### src/rtl/sprite_pkg.sv
// Shared sprite-ROM definitions: requester indices, the RGB888 pixel type,
// the layout of the 26x26 sprites in the shared ROM and the arbiter states.
package sprite_pkg;

  localparam int REQ_PACMAN = 0;
  localparam int REQ_GHOST  = 1;
  localparam int REQ_ITEMS  = 2;
  localparam int REQ_FONT   = 3;

  typedef logic [23:0] rgb_t;

  localparam int SPRITE_W     = 26;
  localparam int SPRITE_H     = 26;
  localparam int SPRITE_WORDS = SPRITE_W * SPRITE_H;

  // Sprites are packed back to back in requester order.
  localparam int BASE_PACMAN = REQ_PACMAN * SPRITE_WORDS;
  localparam int BASE_GHOST  = REQ_GHOST  * SPRITE_WORDS;
  localparam int BASE_ITEMS  = REQ_ITEMS  * SPRITE_WORDS;
  localparam int BASE_FONT   = REQ_FONT   * SPRITE_WORDS;

  typedef enum logic [1:0] {
    ARB_IDLE,
    ARB_RUN,
    ARB_DRAIN
  } arb_state_t;

  function automatic int sprite_base(input int req);
    return req * SPRITE_WORDS;
  endfunction

endpackage

### src/rtl/sprite_port_arbiter_rr_grant.sv
// Combinational round-robin picker: first valid requester at or after ptr,
// wrapping at NUM_REQ, returned both one-hot and as an index.
module rr_grant
  import sprite_pkg::*;
#(
  parameter int NUM_REQ = 4
) (
  input  logic [NUM_REQ-1:0]         valid,
  input  logic [$clog2(NUM_REQ)-1:0] ptr,
  output logic [NUM_REQ-1:0]         grant,
  output logic [$clog2(NUM_REQ)-1:0] idx,
  output logic                       found
);

  localparam int IDX_W = $clog2(NUM_REQ);

  logic [IDX_W-1:0] cand;

  always_comb begin
    grant = '0;
    idx   = '0;
    found = 1'b0;
    cand  = '0;
    for (int k = 0; k < NUM_REQ; k++) begin
      cand = IDX_W'((int'(ptr) + k) % NUM_REQ);
      if (!found && valid[cand]) begin
        found       = 1'b1;
        grant[cand] = 1'b1;
        idx         = cand;
      end
    end
  end

endmodule

### src/rtl/sprite_port_arbiter.sv
// Shares one synchronous sprite-ROM read port between the pixel-pipeline
// requesters; returns each word tagged with the requester that asked for it.
module sprite_port_arbiter
  import sprite_pkg::*;
#(
  parameter int NUM_REQ = 4,
  parameter int ADDR_W  = 12,
  parameter int DATA_W  = 24,
  parameter int ROM_LAT = 1,
  parameter int PRIO0   = 1
) (
  input  logic                             Clk,
  input  logic                             Reset,
  input  logic                             enable,
  input  logic [NUM_REQ-1:0]               req_valid,
  input  logic [NUM_REQ-1:0][ADDR_W-1:0]   req_addr,
  output logic [NUM_REQ-1:0]               req_ready,
  output logic                             rom_rd,
  output logic [ADDR_W-1:0]                rom_addr,
  input  logic [DATA_W-1:0]                rom_data,
  output logic                             rsp_valid,
  output logic [$clog2(NUM_REQ)-1:0]       rsp_id,
  output logic [DATA_W-1:0]                rsp_data,
  output logic                             busy
);

  localparam int IDX_W = $clog2(NUM_REQ);

  logic [IDX_W-1:0]               ptr;
  logic [NUM_REQ-1:0]             rr_onehot;
  logic [IDX_W-1:0]               rr_idx;
  logic                           rr_any;
  logic [IDX_W-1:0]               grant_idx;
  logic                           accept;
  logic                           prio_hit;
  logic [ROM_LAT:0]               tag_vld, tag_vld_nxt;
  logic [ROM_LAT:0][IDX_W-1:0]    tag_id, tag_id_nxt;
  logic                           in_flight_nxt;
  arb_state_t                     state, state_nxt;

  rr_grant #(.NUM_REQ(NUM_REQ)) u_rr_grant (
    .valid (req_valid),
    .ptr   (ptr),
    .grant (rr_onehot),
    .idx   (rr_idx),
    .found (rr_any)
  );

  // Grants are suppressed while in reset so nothing is accepted on that edge.
  always_comb begin
    req_ready = '0;
    grant_idx = '0;
    accept    = 1'b0;
    prio_hit  = 1'b0;
    if (enable && Reset) begin
      if ((PRIO0 != 0) && req_valid[REQ_PACMAN]) begin
        req_ready[REQ_PACMAN] = 1'b1;
        grant_idx             = IDX_W'(REQ_PACMAN);
        accept                = 1'b1;
        prio_hit              = 1'b1;
      end else if (rr_any) begin
        req_ready = rr_onehot;
        grant_idx = rr_idx;
        accept    = 1'b1;
      end
    end
  end

  assign tag_vld_nxt   = {tag_vld[ROM_LAT-1:0], accept};
  assign tag_id_nxt    = {tag_id[ROM_LAT-1:0], grant_idx};
  assign in_flight_nxt = |tag_vld_nxt;

  always_ff @(posedge Clk) begin
    if (!Reset) begin
      ptr       <= '0;
      tag_vld   <= '0;
      tag_id    <= '0;
      rom_rd    <= 1'b0;
      rom_addr  <= '0;
      rsp_valid <= 1'b0;
      rsp_id    <= '0;
      rsp_data  <= '0;
    end else begin
      tag_vld   <= tag_vld_nxt;
      tag_id    <= tag_id_nxt;
      rom_rd    <= accept;
      rsp_valid <= tag_vld[ROM_LAT];
      if (accept) begin
        rom_addr <= req_addr[grant_idx];
        if (!prio_hit) begin
          if (grant_idx == IDX_W'(NUM_REQ - 1)) ptr <= '0;
          else                                  ptr <= grant_idx + 1'b1;
        end
      end
      if (tag_vld[ROM_LAT]) begin
        rsp_id   <= tag_id[ROM_LAT];
        rsp_data <= rom_data;
      end
    end
  end

  always_ff @(posedge Clk) begin
    if (!Reset) state <= ARB_IDLE;
    else        state <= state_nxt;
  end

  // State tracks whether the tag pipeline will hold reads after this edge.
  always_comb begin
    state_nxt = state;
    case (state)
      ARB_IDLE:  if (in_flight_nxt) state_nxt = ARB_RUN;
      ARB_RUN: begin
        if (!in_flight_nxt) state_nxt = ARB_IDLE;
        else if (!enable)   state_nxt = ARB_DRAIN;
      end
      ARB_DRAIN: begin
        if (!in_flight_nxt) state_nxt = ARB_IDLE;
        else if (enable)    state_nxt = ARB_RUN;
      end
      default:   state_nxt = ARB_IDLE;
    endcase
  end

  assign busy = (state != ARB_IDLE) | rsp_valid;

endmodule

### config.mk
export PLATFORM = sky130hd
export DESIGN_NAME = sprite_port_arbiter
export DESIGN_NICKNAME = d
export VERILOG_FILES = /design/src/rtl/sprite_pkg.sv /design/src/rtl/sprite_port_arbiter_rr_grant.sv /design/src/rtl/sprite_port_arbiter.sv
export SDC_FILE = /design/constraint.sdc
export NUM_CORES = 1
export LEC_CHECK = 0
export ABC_AREA = 1
export ABC_CLOCK_PERIOD_IN_PS = 5500
export BUFFER_PORTS_ARGS = -buffer_cell sky130_fd_sc_hd__buf_2
export CORE_ASPECT_RATIO = 0.7
export CORE_MARGIN = 2
export CORE_UTILIZATION = 45
export CTS_CLUSTER_DIAMETER = 50
export DETAILED_ROUTE_END_ITERATION = 8
export PLACE_DENSITY = 0.78
export SYNTH_ARGS = -nofsm -noshare
export SYNTH_HDL_FRONTEND = slang
export SYNTH_SLANG_ARGS = --single-unit
### constraint.sdc
create_clock -name Clk -period 5.5 [get_ports Clk]
set_input_delay 1.1 -clock Clk [delete_from_list [all_inputs] [get_ports Clk]]
set_output_delay 1.1 -clock Clk [all_outputs]
set_load 0.01 [all_outputs]
==> results.sh <==
export IMPL_synth_seq_cells=49
export IMPL_htree_num_levels=2
export IMPL_p_int_uw=558
export IMPL_grt_first_pass_wirelength_um=11200
export IMPL_dr_wl_met2_um=3400
export IMPL_critPathCaptureType="output pin"
export IMPL_post_cts_resized=0
export IMPL_final_cell_mix="buf_2 (123), nand3_1 (80), nand2_1 (69)"
export IMPL_synthToLayoutAreaGrowth_pct=26.5
export IMPL_hold_violations=0
export IMPL_clock_latency_ns=0.30
export IMPL_wl_per_cell_um=12.6
export IMPL_crit_path_start="ptr[0]$_SDFFE_PN0P_"
export IMPL_hp_class="reg2reg"
export IMPL_power_density_nw_per_um2=245
export IMPL_first_pass_iters=4
export IMPL_p_leak_uw=0.00185
export IMPL_clock_power_share_pct=26.3
export IMPL_r2r_setup_slack_ns=2.65
export IMPL_wl_met1_um=3240
export IMPL_clockRootBuffer="clkbuf_8"
export IMPL_place_congestion=0.861
export IMPL_p_seq_share_pct=48.3
export IMPL_postCtsSetupBuffers=0
export IMPL_rsz0062_at_grt="false"
export IMPL_antenna_found_initial=0
export IMPL_grt_max_degree=47
export IMPL_timing_rr_start="ptr[0]$_SDFFE_PN0P_"
export IMPL_cts_hold_buf=0
export IMPL_worstRegToRegCells=12
export IMPL_crit_required_ns=4.40
export IMPL_drive_gt1_share_pct=30.7
export IMPL_die_h_um=68.3
export IMPL_max_vdd_ir_drop_v=0.000124
export IMPL_syn_num_nets=474
export IMPL_final_common_cell="buf_2"
export IMPL_grt_pass1_vias=2487
export IMPL_initial_core_util_pct=46.6
export IMPL_max_freq_mhz=264
export IMPL_status="finished, final reports clean"
export IMPL_seq_area_frac_synth_pct=37.0
export IMPL_p_sw_uw=264
export IMPL_wl_um=7190
export IMPL_rows=23
export IMPL_finalSetupViolations=0
export IMPL_fin_skew_ns=0.00883
export IMPL_finalNetCount=584
export IMPL_drtIter0Drc=165
export IMPL_antennaDiodeCount=0
export IMPL_drc_errors=0
export IMPL_worstMarginPinSlew_ns=0.790
export IMPL_core_area_sq_um=5700
export IMPL_syn_area_sq_um=2650
export IMPL_vias_per_cell=5.04
export IMPL_ys_types=29
export IMPL_vias=2889
export IMPL_grt_overflow_total=0
export IMPL_chipWidth_um=95.8
export IMPL_clk_pin_slew_ns=0.08
export IMPL_top_layer="met4"
export IMPL_critPathMaxFanout=15
export IMPL_clock_path_buffers=2
export IMPL_slew_violations=0
export IMPL_relSlewSlack_pct=47.2
export IMPL_ios=124
export IMPL_crit_end="req_ready[0]"
export IMPL_postRouteAntennaNets=0
export IMPL_numCtsBuffers=5
export IMPL_grt_usage_pct=21.9
export IMPL_cts_tree="built"
export IMPL_final_period_utilization_pct=68.9
export IMPL_dr_wl_met3_um=495
export IMPL_min_period_ns=3.79
export IMPL_port_buffers=123
export IMPL_reg2reg_to="rom_addr[0]$_SDFFE_PN0P_"
export IMPL_cp_start_kind="register"
export IMPL_fin_setup_tns_ns=0
export IMPL_drv_cap=0
export IMPL_fp_dieArea_sq_um=6540
export IMPL_critPathKind="reg2out"
export IMPL_ys_warn_count=0
export IMPL_dp_hpwl_um=5470
export IMPL_synthCells=387
export IMPL_arrival_ns=2.69
export IMPL_clock_sinks=49
export IMPL_p_sw_share_pct=32.2
export IMPL_min_delay_start="tag_id[1]$_SDFF_PN0_"
export IMPL_final_util_pct=58.9
export IMPL_syn_avg_cell_area_sq_um=6.86
export IMPL_pwr_share_comb_pct=25.4
## through the flow
stage / power, uW / worst slack [ns] / cell area [sq um] / std cells / hold WS, ns
final: 822 / 1.71 / 3360 / 573 / 0.417
after global routing: 874 / 1.47 / 3360 / 573 / 0.442
after CTS: 829 / 1.71 / 3360 / 573 / 0.420
after detailed placement: 614 / 1.84 / 3260 / 565 / 0.400
after global placement: 607 / 1.91 / 3260 / 565 / 0.400
after floorplan: 537 / 2.29 / 2650 / 387 / 0.390
## worst min path at each step
| stage | end | slack [ns] | depth (start not counted) |
|---|---|---|---|
| 3_5_place_dp | tag_id[3]$_SDFF_PN0_ | 0.40 | 2 |
| 2_1_floorplan | tag_id[2]$_SDFF_PN0_ | 0.39 | 2 |
| 5_1_grt | tag_id[3]$_SDFF_PN0_ | 0.44 | 2 |
| 3_3_place_gp | tag_id[3]$_SDFF_PN0_ | 0.40 | 2 |
| 4_1_cts | tag_id[3]$_SDFF_PN0_ | 0.42 | 2 |
| 6_report | tag_id[3]$_SDFF_PN0_ | 0.42 | 2 |
## power by group through the flow
stage	clock, uW	sequential (uW)	combinational [uW]
floorplan	0	410	127
detailed placement	0	405	209
CTS	223	397	210
global placement	0	403	203
finish	216	397	209
global route	238	400	235
## synthesized netlist by cell type
master	number	area [sq um]
nor2_8	1	20.0
o21ai_1	1	5.00
inv_2	1	3.75
nand2_2	7	43.8
clkbuf_1	10	37.5
nor2_1	60	225
nand2_1	69	259
nand4_2	1	12.5
o311ai_0	1	8.76
dfxtp_1	49	981
nand3_2	2	20.0
ha_1	8	100
o22ai_1	1	6.26
o21ai_4	1	16.3
nand4_1	3	18.8
clkinv_1	1	3.75
inv_1	29	109
buf_6	1	11.3
buf_4	3	22.5
nand2_4	3	33.8
o21ai_0	33	165
buf_2	6	30.0
o21ai_2	1	8.76
inv_4	2	12.5
nand3_1	80	400
nand4_4	1	21.3
a21oi_1	8	40.0
a211oi_1	2	15.0
nor2_4	2	22.5
## layout make-up
| cell class | count | area, sq um |
|---|---|---|
| Clock buffer | 6 | 82.6 |
| Clock inverter | 2 | 13.8 |
| Fill cell | 559 | 2340 |
| Inverter | 33 | 129 |
| Multi-Input combinational cell | 285 | 1440 |
| Sequential cell | 49 | 981 |
| Tap cell | 75 | 93.8 |
| Timing Repair Buffer | 123 | 616 |
## sequential cells by signal, summed over array words and instances, names as in the netlist
name	flops
rom_addr	12
ptr	2
tag_id	4
rsp_valid	1
tag_vld	2
rsp_data	24
rsp_id	2
state	2
## cell families (layout without fill, tap and decap cells)
family,Yosys count,in the layout,synth area share [%]
buffers and inverters,53,164,8.67
AND/OR/NAND/NOR,229,229,40.6
flip-flops,49,49,37.0
AO/OA/AOI/OAI,48,48,10.0
adder cells (fa/ha/maj),8,8,3.77
## routing by layer
metal  up-vias  track usage, %
li1       1483               -
met1      1301            29.0
met2        97            35.6
met3         8            5.95
met4         0            5.18
met5         -               0
## critical path: stages, from the launching register on
cell and delay, ns:
dfxtp_1 0.61, inv_4 0.17, ha_1 0.40, inv_1 0.13, nand3_1 0.10, nand2_2 0.15, nand4_4 0.15, nand2_1 0.40
nor2_1 0.11, buf_2 0.16
Power figures use the tool's default switching activity.
